$ cat src/rtl/ines_prg_loader.sv
// Streaming iNES loader: validates the header, programs PRG-ROM (mirroring 1-bank images),
// drops CHR, and holds the CPU in reset until done. Optional: INES_LOADER_TRAINER_SKIP_EN.
module ines_prg_loader #(
  parameter logic [15:0] PRG_BASE   = 16'h8000,
  parameter logic [15:0] MIRROR_OFS = 16'h4000
) (
  input  logic        ROM_CLK,
  input  logic        RESET,
  input  logic        in_valid,
  input  logic [7:0]  in_data,
  output logic        in_ready,
  output logic        rom_prgmr_wren,
  output logic [15:0] rom_prgmr_addr,
  output logic [7:0]  rom_prgmr_data,
  output logic        cpu_reset_n,
  output logic        done,
  output logic        error
);

  typedef enum logic [2:0] {
    HDR,
`ifdef INES_LOADER_TRAINER_SKIP_EN
    TRAIN,
`endif
    PRG,
    MIRR,
    CHR,
    DONE,
    ERR
  } state_t;

  state_t      state_q, state_d, prg_exit;
  logic [3:0]  hdr_cnt_q, hdr_cnt_d;
  logic        two_bank_q, two_bank_d;
  logic [7:0]  chr_banks_q, chr_banks_d;
  logic [14:0] ofs_q, ofs_d;
  logic [20:0] chr_cnt_q, chr_cnt_d, chr_last;
  logic        ready_q, ready_d;
  logic        wren_q, wren_d;
  logic [15:0] addr_q, addr_d;
  logic [7:0]  data_q, data_d;
  logic        done_q, err_q;
  logic [7:0]  magic;
  logic        xfer;
`ifdef INES_LOADER_TRAINER_SKIP_EN
  logic        trainer_q, trainer_d;
  logic [8:0]  trn_cnt_q, trn_cnt_d;
`endif

  assign xfer     = in_valid & ready_q;
  assign chr_last = {chr_banks_q, 13'd0} - 21'd1;
  assign prg_exit = (chr_banks_q != 8'd0) ? CHR : DONE;

  always_comb begin
    unique case (hdr_cnt_q[1:0])
      2'd0:    magic = 8'h4E;
      2'd1:    magic = 8'h45;
      2'd2:    magic = 8'h53;
      default: magic = 8'h1A;
    endcase
  end

  always_comb begin
    state_d     = state_q;
    hdr_cnt_d   = hdr_cnt_q;
    two_bank_d  = two_bank_q;
    chr_banks_d = chr_banks_q;
    ofs_d       = ofs_q;
    chr_cnt_d   = chr_cnt_q;
    wren_d      = 1'b0;
    addr_d      = addr_q;
    data_d      = data_q;
`ifdef INES_LOADER_TRAINER_SKIP_EN
    trainer_d   = trainer_q;
    trn_cnt_d   = trn_cnt_q;
`endif
    case (state_q)
      HDR: if (xfer) begin
        hdr_cnt_d = hdr_cnt_q + 4'd1;
        case (hdr_cnt_q)
          4'd0, 4'd1, 4'd2, 4'd3: if (in_data != magic) state_d = ERR;
          4'd4: begin
            if (in_data != 8'd1 && in_data != 8'd2) state_d = ERR;
            two_bank_d = in_data[1];
          end
          4'd5: chr_banks_d = in_data;
`ifdef INES_LOADER_TRAINER_SKIP_EN
          4'd6: trainer_d = in_data[2];
          4'd15: state_d = trainer_q ? TRAIN : PRG;
`else
          4'd6: if (in_data[2]) state_d = ERR;
          4'd15: state_d = PRG;
`endif
          default: ;
        endcase
      end
`ifdef INES_LOADER_TRAINER_SKIP_EN
      TRAIN: if (xfer) begin
        trn_cnt_d = trn_cnt_q + 9'd1;
        if (trn_cnt_q == 9'h1FF) state_d = PRG;
      end
`endif
      PRG: if (xfer) begin
        wren_d = 1'b1;
        addr_d = PRG_BASE + {1'b0, ofs_q};
        data_d = in_data;
        // 1-bank images advance the offset only after the mirror write
        if (!two_bank_q) state_d = MIRR;
        else begin
          ofs_d = ofs_q + 15'd1;
          if (ofs_q == 15'h7FFF) state_d = prg_exit;
        end
      end
      MIRR: begin
        wren_d  = 1'b1;
        addr_d  = PRG_BASE + {1'b0, ofs_q} + MIRROR_OFS;
        ofs_d   = ofs_q + 15'd1;
        state_d = (ofs_q == 15'h3FFF) ? prg_exit : PRG;
      end
      CHR: if (xfer) begin
        chr_cnt_d = chr_cnt_q + 21'd1;
        if (chr_cnt_q == chr_last) state_d = DONE;
      end
      default: ;
    endcase
  end

  always_comb begin
    ready_d = (state_d == HDR) || (state_d == PRG) || (state_d == CHR);
`ifdef INES_LOADER_TRAINER_SKIP_EN
    if (state_d == TRAIN) ready_d = 1'b1;
`endif
  end

  always_ff @(posedge ROM_CLK) begin
    if (RESET) begin
      state_q     <= HDR;
      hdr_cnt_q   <= '0;
      two_bank_q  <= 1'b0;
      chr_banks_q <= '0;
      ofs_q       <= '0;
      chr_cnt_q   <= '0;
      ready_q     <= 1'b0;
      wren_q      <= 1'b0;
      addr_q      <= '0;
      data_q      <= '0;
      done_q      <= 1'b0;
      err_q       <= 1'b0;
`ifdef INES_LOADER_TRAINER_SKIP_EN
      trainer_q   <= 1'b0;
      trn_cnt_q   <= '0;
`endif
    end else begin
      state_q     <= state_d;
      hdr_cnt_q   <= hdr_cnt_d;
      two_bank_q  <= two_bank_d;
      chr_banks_q <= chr_banks_d;
      ofs_q       <= ofs_d;
      chr_cnt_q   <= chr_cnt_d;
      ready_q     <= ready_d;
      wren_q      <= wren_d;
      addr_q      <= addr_d;
      data_q      <= data_d;
      // done lags DONE entry so the CPU leaves reset after the final write has landed
      done_q      <= (state_q == DONE);
      err_q       <= (state_d == ERR);
`ifdef INES_LOADER_TRAINER_SKIP_EN
      trainer_q   <= trainer_d;
      trn_cnt_q   <= trn_cnt_d;
`endif
    end
  end

  assign in_ready       = ready_q;
  assign rom_prgmr_wren = wren_q;
  assign rom_prgmr_addr = addr_q;
  assign rom_prgmr_data = data_q;
  assign cpu_reset_n    = done_q;
  assign done           = done_q;
  assign error          = err_q;

endmodule

$ cat config.mk
export PLATFORM = sky130hd
export DESIGN_NAME = ines_prg_loader
export DESIGN_NICKNAME = d
export VERILOG_FILES = /design/src/rtl/ines_prg_loader.sv
export SDC_FILE = /design/constraint.sdc
export NUM_CORES = 1
export LEC_CHECK = 0
export BUFFER_PORTS_ARGS = -buffer_cell sky130_fd_sc_hd__buf_2
export CORE_MARGIN = 1
export CORE_UTILIZATION = 45
export DETAILED_ROUTE_END_ITERATION = 10
export HOLD_SLACK_MARGIN = 0.12
export PLACE_DENSITY = 0.7
export SYNTH_ARGS = -nofsm -noshare
export SYNTH_HDL_FRONTEND = slang
export SYNTH_SLANG_ARGS = --single-unit
export TNS_END_PERCENT = 20
$ cat constraint.sdc
create_clock -name ROM_CLK -period 3.7 [get_ports ROM_CLK]
set_input_delay 0.555 -clock ROM_CLK [delete_from_list [all_inputs] [get_ports ROM_CLK]]
set_output_delay 0.555 -clock ROM_CLK [all_outputs]
set_load 0.02 [all_outputs]
Word-level counts from Yosys, hierarchy flattened
Cells that the tools add are included.
{"block": "word_totals", "register_bits": 80, "latch_bits": 0, "mem_bits_rw": 0, "mem_bits_ro": 0, "output_inout_bits": 29, "n_memories": 0}
{"block": "classes", "n_addsub": 6, "multipliers": 0, "div": 0, "n_lt_le_gt_ge": 0, "n_eq_ne": 24, "shift": 0, "n_mux": 21, "bitwise_logic": 1, "reduce_logical": 17}
{"op": "$mux W3", "n": 11}
{"op": "$pmux W16 S2", "n": 1}
{"op": "$mux W15", "n": 2}
{"op": "$pmux W15 S2", "n": 1}
{"op": "$pmux W3 S4", "n": 2}
{"op": "$add A21 B1 Y21 const B", "n": 1}
{"op": "$eq A21 B21 Y1", "n": 1}
{"op": "$pmux W7 S3", "n": 1}
{"op": "$sub A21 B1 Y21 const B", "n": 1}
{"op": "$add A16 B15 Y16 const A", "n": 1}
{"op": "$add A16 B15 Y16 const B", "n": 1}
{"op": "$mux W16", "n": 1}
{"op": "$add A15 B1 Y15 const B", "n": 1}
{"op": "$eq A15 B14 Y1 const B", "n": 1}
{"op": "$eq A15 B15 Y1 const B", "n": 1}
{"op": "$eq A4 B3 Y1 const B", "n": 3}
{"op": "$eq A3 B2 Y1 const B", "n": 3}
{"op": "$reduce_and A3 Y1", "n": 3}
{"op": "$eq A4 B2 Y1 const B", "n": 2}
{"op": "$ne A8 B1 Y1 const B", "n": 1}
{"op": "$ne A8 B2 Y1 const B", "n": 1}
{"op": "$ne A8 B8 Y1", "n": 1}
{"op": "$reduce_and A2 Y1", "n": 4}
{"op": "$reduce_bool A8 Y1", "n": 1}
{"op": "other kinds (18)", "n": 23}

Logic depth before layout (Yosys ltp)
Gate-level depths: netlist of run 1.
{"block": "logic_depth", "word_depth": 10, "mapped_depth": 9, "ltp_nobuf": 9}

Least setup slack after synthesis of run 1
No wires, ideal clock.
{"block": "synth_timing", "kind": "reg2reg", "from": "reg hdr_cnt_q[0]", "to": "reg err_q (netlist: error)", "arrival_ns": 2.131, "t_required_ns": 3.566, "path_slack_ns": 1.435, "path_stages_with_launch": 10, "path_buffers": 0, "synth_period_minus_slack_ns": 2.265, "path_cell_list": "dfxtp_1 inv_1 ha_1 nor4b_1 a31oi_1 o221ai_1 a31oi_1 or4_1 a21oi_1 nor4_2"}
{"block": "synth_via", "elab_chain_cells": 8, "elab_cells_between_ends": 18, "classes_between": "10 x eq/ne; 5 x mux; 3 x reduce/logical"}
{"item": "from (decl)", "line": "33", "rtl": "logic [3:0] hdr_cnt_q, hdr_cnt_d;"}
{"item": "from (signal assigned)", "line": "155", "rtl": "hdr_cnt_q <= hdr_cnt_d;"}
{"item": "$eq A2 B2 Y1, or another cell as far along", "line": "55", "rtl": "unique case (hdr_cnt_q[1:0])"}
{"item": "$pmux W7 S3", "line": "55"}
{"item": "$ne A8 B8 Y1", "line": "81", "rtl": "4'd0, 4'd1, 4'd2, 4'd3: if (in_data != magic) state_d = ERR;"}
{"item": "$mux W3", "line": "81"}
{"item": "$pmux W3 S4 *", "line": "80", "rtl": "case (hdr_cnt_q)"}
{"item": "$mux W3 *", "line": "78", "rtl": "HDR: if (xfer) begin"}
{"item": "$pmux W3 S4 *", "line": "77", "rtl": "case (state_q)"}
{"item": "$eq A3 B3 Y1 *", "line": "166", "rtl": "err_q <= (state_d == ERR);"}
{"item": "to (signal assigned)", "line": "166"}
{"item": "to (decl)", "line": "42", "rtl": "logic done_q, err_q;"}
Mark *: on every way between the ends. The rest lies on a longest branch, timed or not.
A chain may end at the register's enable or synchronous reset.

Worst setup path after layout of run 1
Same ends and word-level chain as after synthesis.

==> flow_summary_export.csv, run 1 <==
group,metric,value,unit
clock_tree,ctsHoldBuffers,0,
finish,stdcell_count,571,
hold_path,hold_depth,2,
route,routed.top_layer,"met4",
floorplan,die_w,94.1,um
floorplan,die_height,94.1,um
synthesis,yosysMostFrequentCell,"nor2_1",
finish,drive_above_1_share,0.146,
clock_tree,cts_setup_buffers,0,
synthesis,synth_area_leaders,"dfxtp_1 (42%), mux2i_1 (9.4%), nor2_1 (8.7%)",
route,vias,3015,
worst_setup_path,worstPathRequired,3.90,ns
finish,diodes,0,
finish,fin_util,0.520,
pwr,p_leak,1.60,nW
worst_setup_path,setup.worst_path.start,"hdr_cnt_q[0]",
pwr,vdd_drop_max,0.246,mV
synthesis,postSynth.asyncResetShare,0,
floorplan,io_pins,40,
clock_tree,cts.sinks,80,
synthesis,yosysWarnings,0,
sta,timing.final.ws_setup,1.13,ns
status,status,"complete, no violations",
hold_path,hold_class,"reg -> reg",
sta,drv_slew,0,
finish,fillers,756,
worst_setup_path,path_depth,9,
placed_design,dpl_cell_area,4080,um^2
floorplan,die_area,8860,um^2
clock_tree,cts_made_buffers,9,
grt,grt_max_degree,51,
placed_design,io_buffer_count,39,
route,m1WireLength,3.66,mm
finish,ff_latch_area,1600,um^2
route,drt_iter0_drc,85,
synthesis,synthCells,429,
route,wl_met3,315,um
grt,antenna_found_initial,0,
worst_setup_path,end_kind,"register",
pwr,powerDensity,407,nW/um^2
sta,tightestPinTransition,0.924,ns
synthesis,ys_types,46,
route,met2WireLength,3.50,mm
grt,gr-usage-all-layers,0.184,
sta,finalCritPeriodShare,0.694,
flow_run,max-cap-violations,0,
synthesis,synthDominantCellAreaShare,0.420,
worst_setup_path,critical-path-top-delay-family,"simple AND/OR/NAND/NOR gates",
synthesis,synth_top_cell_by_area,"dfxtp_1",
sta,rsz0062_at_grt,"no",
clock_tree,clock_path_buffers,2,
sta,holdWs,0.493,ns
clock_tree,cts_max_level,3,
synthesis,ys_top_cells_by_count,"nor2_1 (88), dfxtp_1 (80), mux2i_1 (36), xor2_1 (31), nand2_1 (24)",
route,viasPerCell,5.28,
sta,post-route-min-period,2.57,ns
route,wl,7.59,mm
worst_setup_path,regToRegStartpoint,"hdr_cnt_q[0]",
worst_setup_path,reg2reg_depth,9,
synthesis,ys.flop_type,"dfxtp_1",
floorplan,std_cell_rows,33,
worst_setup_path,crit_fanout,7,
placed_design,preCtsSetupSlack,1.18,ns
synthesis,seq_area_frac_synth,0.420,
worst_setup_path,cp_common_cell,"a31oi_1",
clock_tree,clkTransAtPathRegs,0.08,ns
synthesis,synth_edf_count,0,
worst_setup_path,crit_slowest_cell,"or4_1",
grt,grt_pass1_vias,2802,
grt,grt_overflow,0,
placed_design,dpl.hpwl,5.39,mm
worst_setup_path,rrSetupSlack,1.13,ns
sta,relSlewSlack,0.384,
placed_design,place_congestion,0.859,
worst_setup_path,r2r-end,"error",
clock_tree,cts_resized,0,
sta,timing.fmax,389,MHz
sta,fin_tns_setup,0,ns
worst_setup_path,max_stage_delay,0.55,ns
worst_setup_path,worst-path-buf-inv,1,
synthesis,syn_area_per_cell,8.90,um^2
sta,setup_viol,0,
finish,layout.cell_area.non_filler,4280,um^2
pwr,power,1.74,mW
synthesis,synth-seq-cells,80,
worst_setup_path,cp-endpoint,"error",
clock_tree,cts_tree,"yes",
worst_setup_path,cp.arrival,2.77,ns
worst_setup_path,path_class,"reg -> reg",
synthesis,synth_area,3820,um^2
placed_design,dp.cells,555,
worst_setup_path,path_cells,"inv_1 -> ha_1 -> nor4b_1 -> a31oi_1 -> o221ai_1 -> a31oi_1 -> or4_1 -> a21oi_1 -> nor4_2",
finish,nets,481,
finish,multi_input_area,2090,um^2
synthesis,synthesis.nets,449,
route,drt_pre_antenna_iters,4,
route,wl_per_cell,13.3,um
floorplan,initial_utilization,0.465,
sta,hold_viol_final,0,
clock_tree,cts_root_buf,"clkbuf_8",
route,route.detailed.drc,0,
grt,grt_pass1_wl,12.9,mm
finish,area.growth.synth_to_final,12.0,%
clock_tree,clk_latency,0.36,ns
floorplan,fp.coreArea,8220,um^2
worst_setup_path,cp-start-kind,"register",
route,antenna_left,0,
sta,skew,0.0161,ns
[report_power, final]
group          total, mW  internal (mW)  switching [mW]
clock              0.655          0.317           0.338
sequential         0.902          0.876          0.0256
combinational      0.184         0.0744           0.110
[worst min-delay path, cell delays in order, from the launching register on]
cell	delay [ns]
dfxtp_1	0.33
mux2i_1	0.06
nor2_1	0.07
[how the worst min path moves through the flow]
stage | from | to | slack [ns]
after global placement | chr_cnt_q[8] | chr_cnt_q[8] | 0.46
after CTS | in_data[5] | rom_prgmr_data[5] | 0.48
after detailed placement | rom_prgmr_addr[10] | rom_prgmr_addr[10] | 0.48
after global routing | in_data[5] | rom_prgmr_data[5] | 0.49
final | rom_prgmr_addr[6] | rom_prgmr_addr[6] | 0.49
after floorplan | chr_cnt_q[12] | chr_cnt_q[12] | 0.46
[cell families (layout without fill, tap and decap cells)]
kind of cell | count (synthesis) | in the layout | synth area share
AO/OA/AOI/OAI | 31 | 31 | 0.0583
XOR/XNOR | 48 | 48 | 0.110
adder cells (fa/ha/maj) | 9 | 9 | 0.0295
buffers and inverters | 30 | 67 | 0.0328
flip-flops | 80 | 80 | 0.420
multiplexers | 36 | 36 | 0.0944
AND/OR/NAND/NOR | 195 | 195 | 0.255
[area by class of cell]
class / count / area share
Clock inverter: 7 / 0.0181
Clock buffer: 9 / 0.0290
Multi-Input combinational cell: 319 / 0.490
Sequential cell: 80 / 0.374
Tap cell: 105 / 0.0307
Inverter: 10 / 0.00878
Timing Repair Buffer: 41 / 0.0492
[registers in the layout, indices dropped and copies added (netlist names), 3 cells and up]
name            count
rom_prgmr_data      8
rom_prgmr_addr     16
hdr_cnt_q           4
chr_cnt_q          21
chr_banks_q         8
state_q             3
ofs_q              15
[per-layer routing]
metal,track usage,vias to the layer above
met5,0,-
met4,0.0679,0
met3,0.0469,14
met2,0.299,51
met1,0.233,1414
li1,-,1536
[placed cells by master (no fill, tap or decap), drive strengths merged, types with 2 or more instances in the layout]
cell type / n
nor2: 88
dfxtp: 80
buf: 41
mux2i: 36
xor2: 31
nand2: 24
nand3: 19
nand4: 18
xnor2: 17
inv: 12
ha: 9
clkbuf: 9
o21ai: 8
a21oi: 8
nor3: 7
nor4: 6
nor2b: 5
and3: 5
and4: 4
or3: 3
o31ai: 3
nand3b: 3
nor4b: 3
and2: 3
a31oi: 3
a211oi: 3
clkinv: 3
or4: 2
No activity file was read; power rests on OpenSTA's default activity.
==> run 2, diff against run 1 <==
--- a/config.mk
+++ b/config.mk
@@ -5,12 +5,13 @@
 export SDC_FILE = /design/constraint.sdc
 export NUM_CORES = 1
 export LEC_CHECK = 0
+export ABC_AREA = 1
 export BUFFER_PORTS_ARGS = -buffer_cell sky130_fd_sc_hd__buf_2
 export CORE_MARGIN = 1
 export CORE_UTILIZATION = 45
 export DETAILED_ROUTE_END_ITERATION = 10
 export HOLD_SLACK_MARGIN = 0.12
-export PLACE_DENSITY = 0.7
+export PLACE_DENSITY = 0.69
 export SYNTH_ARGS = -nofsm -noshare
 export SYNTH_HDL_FRONTEND = slang
 export SYNTH_SLANG_ARGS = --single-unit
==> constraint.sdc (replaced) <==
create_clock -name ROM_CLK -period 2.7 [get_ports ROM_CLK]
set_input_delay 0.405 -clock ROM_CLK [delete_from_list [all_inputs] [get_ports ROM_CLK]]
set_output_delay 0.405 -clock ROM_CLK [all_outputs]
set_load 0.02 [all_outputs]
==> run 2 against run 1 <==
Sequential power up 56%. Utilization up 0.061 points. Critical path depth down 1. Die area up 6.5%. Design area up 6.3%. Area after synthesis up 6.6%. Maximum frequency up 24%. Worst setup slack worse by 0.50 ns. Largest cell class unchanged. Largest power group unchanged.
==> flow_summary_export.csv, run 2 <==
group,metric,value,unit
flow_run,max-cap-violations,0,
synthesis,yosysMostFrequentCell,"nand2_1",
worst_setup_path,cp-start-kind,"register",
grt,antenna_found_initial,0,
floorplan,die_area,9430,um^2
sta,skew,0.0155,ns
route,drt_iter0_drc,140,
finish,area.growth.synth_to_final,11.7,%
sta,rsz0062_at_grt,"no",
route,antenna_left,0,
hold_path,hold_class,"in -> reg",
clock_tree,cts_max_level,3,
clock_tree,clock_path_buffers,2,
finish,fin_util,0.521,
sta,drv_slew,0,
synthesis,ys.flop_type,"dfxtp_1",
synthesis,synthesis.nets,618,
placed_design,io_buffer_count,39,
synthesis,synthDominantCellAreaShare,0.393,
synthesis,postSynth.asyncResetShare,0,
synthesis,synth_area_leaders,"dfxtp_1 (39%), nand2_1 (11%), a21oi_1 (7.7%)",
sta,relSlewSlack,0.506,
worst_setup_path,worstPathRequired,2.99,ns
finish,layout.cell_area.non_filler,4540,um^2
route,wl,8.85,mm
sta,holdWs,0.322,ns
floorplan,die_w,97.1,um
grt,grt_pass1_wl,15.2,mm
finish,drive_above_1_share,0.123,
synthesis,ys_types,39,
clock_tree,cts_tree,"yes",
sta,finalCritPeriodShare,0.767,
sta,setup_viol,0,
route,drt_pre_antenna_iters,4,
sta,hold_viol_final,0,
floorplan,initial_utilization,0.467,
worst_setup_path,crit_slowest_cell,"inv_1",
worst_setup_path,crit_fanout,29,
clock_tree,cts_resized,0,
grt,grt_overflow,0,
status,status,"complete, no violations",
synthesis,seq_area_frac_synth,0.393,
route,viasPerCell,5.09,
pwr,powerDensity,694,nW/um^2
clock_tree,cts_made_buffers,9,
synthesis,ys_top_cells_by_count,"nand2_1 (117), dfxtp_1 (80), nor2_1 (77), inv_1 (74), a21oi_1 (63)",
synthesis,synth-seq-cells,80,
finish,top_register,"chr_cnt_q",
route,wl_per_cell,11.8,um
sta,timing.fmax,483,MHz
finish,mostFrequentLayoutCells,"nand2_1 (117), dfxtp_1 (80), nor2_1 (77)",
placed_design,dpl_cell_area,4350,um^2
finish,stdcell_count,749,
synthesis,synth_edf_count,0,
floorplan,die_height,97.1,um
sta,post-route-min-period,2.07,ns
clock_tree,cts_root_buf,"clkbuf_8",
pwr,vdd_drop_max,0.441,mV
grt,grt_max_degree,33,
sta,timing.final.ws_setup,0.628,ns
finish,nets,656,
clock_tree,cts.sinks,80,
clock_tree,clkTransAtPathRegs,0.09,ns
pwr,power,3.15,mW
clock_tree,ctsHoldBuffers,0,
synthesis,synth_area,4070,um^2
synthesis,yosysWarnings,0,
grt,gr-usage-all-layers,0.196,
clock_tree,clk_latency,0.36,ns
route,route.detailed.drc,0,
synthesis,synth_top_cell_by_area,"dfxtp_1",
floorplan,fp.coreArea,8720,um^2
worst_setup_path,max_stage_delay,0.55,ns
worst_setup_path,path_class,"reg -> reg",
worst_setup_path,path_cells,"inv_2 -> nor2_2 -> nand2_2 -> nor2_8 -> nor2_4 -> inv_1 -> o21ai_0 -> a21oi_1",
route,vias,3813,
synthesis,synthCells,598,
pwr,p_leak,1.96,nW
floorplan,io_pins,40,
sta,fin_tns_setup,0,ns
placed_design,preCtsSetupSlack,0.542,ns
placed_design,dpl.hpwl,6.57,mm
worst_setup_path,end_kind,"register",
floorplan,std_cell_rows,34,
clock_tree,cts_setup_buffers,0,
worst_setup_path,cp.arrival,2.36,ns
finish,diodes,0,
placed_design,place_congestion,0.850,
sta,tightestPinTransition,0.736,ns
finish,largest_reg_flops,21,
finish,layout.cells.most_common,"nand2_1",
placed_design,dp.cells,733,
synthesis,syn_area_per_cell,6.81,um^2
grt,grt_pass1_vias,3428,
[run 2: cell count changes after synthesis, moves of 16 or more]
cell / previous run / this run
inv_1: 10 / 74
xor2_1: 31 / 5
o21ai_0: 7 / 58
nand3_1: 19 / 38
xnor2_1: 17 / 1
mux2i_1: 36 / 0
a21oi_1: 8 / 63
nand2_1: 24 / 117
[run 2: final timing paths]
kind / start / to / slack [ns] / depth (start not counted)
setup / recovery: state_q[0] / rom_prgmr_addr[15] / 0.63 / 8
hold / removal: in_data[7] / rom_prgmr_data[7] / 0.32 / 3
setup reg to reg: state_q[0] / rom_prgmr_addr[15] / 0.63 / 8
hold reg to reg: chr_cnt_q[20] / chr_cnt_q[20] / 0.47 / 1
[run 2: cell type report]
cell class,count,area [um^2]
inverter,81,304
multi-input combinational,422,2090
sequential,80,1600
timing repair buffer,42,218
clock buffer,9,124
clock inverter,7,67.6
tap,108,135
fill,860,4180
[run 2: logic make-up (layout without fill, tap and decap cells)]
| group | count (synthesis) | count (layout) | synth area share |
|---|---|---|---|
| AOI/OAI and AO/OA | 129 | 129 | 0.163 |
| xor gates and xnor gates | 6 | 6 | 0.0129 |
| adders and majority gates | 9 | 9 | 0.0277 |
| buffers and inverters | 96 | 139 | 0.0919 |
| DFF | 80 | 80 | 0.393 |
| and+or+nand+nor | 278 | 278 | 0.311 |
[run 2: routing by layer]
layer	track usage	routed length [um]	vias to the layer above
li1	-	-	2023
met1	0.261	4200	1716
met2	0.318	4120	68
met3	0.0453	457	6
met4	0.0551	69	0
met5	0	0	-
[run 2: where the power goes]
group          internal [mW]  switching, mW
clock network          0.363          0.505
registers               1.32         0.0967
logic                  0.275          0.595
[run 2: worst max-delay path, delay by kind of cell, from the launching register on]
family,cells,cell delay [ns]
flops,1,0.50
buf+inv,2,0.66
simple gates,4,0.51
compound gates,2,0.32
==> run 3, diff against run 2 <==
==> constraint.sdc (replaced) <==
create_clock -name ROM_CLK -period 2.03 [get_ports ROM_CLK]
set_input_delay 0.3045 -clock ROM_CLK [delete_from_list [all_inputs] [get_ports ROM_CLK]]
set_output_delay 0.3045 -clock ROM_CLK [all_outputs]
set_load 0.02 [all_outputs]
==> run 3 against run 2 <==
Clock skew is 0.0068 ns lower. Via count up 0.58%. Cell count up 1.1%. Critical endpoint is now ofs_q[7]. Count of clock-buffer cells in the layout is the same. Critical path depth grew 1.
==> flow_summary_export.csv, run 3 (synthesis results as in run 2) <==
group,metric,value,unit
placed_design,io_buffer_count,39,
sta,holdWs,0.228,ns
sta,timing.final.ws_setup,0.167,ns
pwr,p_leak,2.03,nW
sta,drv_slew,0,
placed_design,dpl.hpwl,6.77,mm
route,m1WireLength,4.29,mm
worst_setup_path,cp.arrival,2.15,ns
hold_path,hold_depth,3,
route,wl_met3,379,um
clock_tree,cts_setup_buffers,0,
sta,relSlewSlack,0.788,
sta,timing.fmax,537,MHz
floorplan,die_height,97.1,um
worst_setup_path,cp-start-kind,"register",
grt,gr-usage-all-layers,0.200,
clock_tree,clock_path_buffers,2,
grt,grt_pass1_wl,15.5,mm
worst_setup_path,end_kind,"register",
route,drt_pre_antenna_iters,4,
clock_tree,cts_root_buf,"clkbuf_8",
grt,antenna_found_initial,0,
pwr,power,4.55,mW
route,routed.top_layer,"met4",
finish,diodes,0,
grt,grt_max_degree,35,
route,wl,9.04,mm
sta,tightestPinTransition,0.315,ns
route,antenna_left,0,
clock_tree,clkTransAtPathRegs,0.09,ns
floorplan,die_area,9430,um^2
clock_tree,cts_max_level,3,
finish,fin_util,0.537,
finish,drive_above_1_share,0.153,
sta,fin_tns_setup,0,ns
clock_tree,cts.sinks,80,
sta,post-route-min-period,1.86,ns
clock_tree,cts_resized,0,
floorplan,die_w,97.1,um
sta,setup_viol,0,
status,status,"complete, no violations",
clock_tree,cts_made_buffers,9,
clock_tree,cts_tree,"yes",
finish,largest_reg_flops,21,
finish,area.growth.synth_to_final,15.1,%
worst_setup_path,path_cells,"inv_1 -> nor3_2 -> nor2_4 -> nor2_2 -> buf_4 -> nand4_4 -> nor2_2 -> a21oi_1 -> nor3_1",
route,route.detailed.drc,0,
finish,layout.cells.most_common,"nand2_1",
clock_tree,ctsHoldBuffers,0,
finish,top_register,"chr_cnt_q",
worst_setup_path,worstPathRequired,2.31,ns
floorplan,io_pins,40,
worst_setup_path,cp_common_cell,"nor2_2",
placed_design,preCtsSetupSlack,0.0871,ns
route,met2WireLength,4.24,mm
worst_setup_path,path_class,"reg -> reg",
clock_tree,clk_latency,0.36,ns
finish,mostFrequentLayoutCells,"nand2_1 (116), dfxtp_1 (77), nor2_1 (73)",
worst_setup_path,crit_fanout,7,
worst_setup_path,reg2reg_depth,9,
route,vias,3835,
sta,hold_viol_final,0,
hold_path,hold_class,"in -> reg",
finish,nets,664,
floorplan,std_cell_rows,34,
sta,finalCritPeriodShare,0.918,
placed_design,place_congestion,0.897,
pwr,vdd_drop_max,0.514,mV
worst_setup_path,crit_slowest_cell,"dfxtp_1",
route,wl_per_cell,11.9,um
route,viasPerCell,5.07,
grt,grt_pass1_vias,3482,
floorplan,fp.coreArea,8720,um^2
pwr,powerDensity,972,nW/um^2
floorplan,initial_utilization,0.467,
grt,grt_overflow,0,
sta,rsz0062_at_grt,"yes",
route,drt_iter0_drc,151,
flow_run,max-cap-violations,0,
sta,skew,0.00872,ns
worst_setup_path,max_stage_delay,0.45,ns
[run 3: cell types whose count changed in the layout (fill, tap and decap cells not counted), moves of 2 or more]
cell	before	now
dfxtp_1	80	77
buf_4	3	11
dfxtp_2	0	3
ha_1	9	7
inv_1	74	72
inv_2	5	7
ha_2	0	2
inv_8	3	0
bufinv_16	0	3
nor2_2	6	10
nor2_1	77	73
[run 3: power by group]
group	switching, mW	internal [mW]
Sequential	0.120	1.75
Combinational	0.800	0.406
Clock	0.639	0.835
Total	1.56	2.99
[run 3: path summary, 6_finish.rpt]
| kind | from | slack (ns) | end |
|---|---|---|---|
| worst max-delay path | state_q[1] | 0.17 | ofs_q[7] |
| worst min-delay path | in_data[7] | 0.23 | chr_banks_q[7] |
| worst max register to register | state_q[1] | 0.17 | ofs_q[7] |
| worst min register to register | chr_cnt_q[6] | 0.48 | chr_cnt_q[6] |
[run 3: worst max-delay path, delay by kind of cell (launching register included)]
family	cells	cell delay (ns)
compound gates	1	0.08
buf+inv	2	0.35
flops	1	0.45
simple gates	6	0.91
[run 3: per-layer routing]
metal,vias to the layer above,GRT usage
li1,2035,-
met1,1728,0.261
met2,59,0.330
met3,13,0.0396
met4,0,0.0654
met5,-,0
[run 3: final cells by class]
type	instances	area, um^2
flip-flops and latches	80	1610
well taps	108	135
clock buffers	9	124
inverters	81	304
multi-input cells	422	2110
clock inverters	7	125
fillers	831	4040
repair buffers	50	278
[run 3: per-stage QoR]
| step | cells | instance area, um^2 |
|---|---|---|
| after floorplan | 598 | 4070 |
| after global placement | 741 | 4410 |
| after detailed placement | 741 | 4410 |
| after CTS | 757 | 4660 |
| after global routing | 757 | 4680 |
| final | 757 | 4680 |
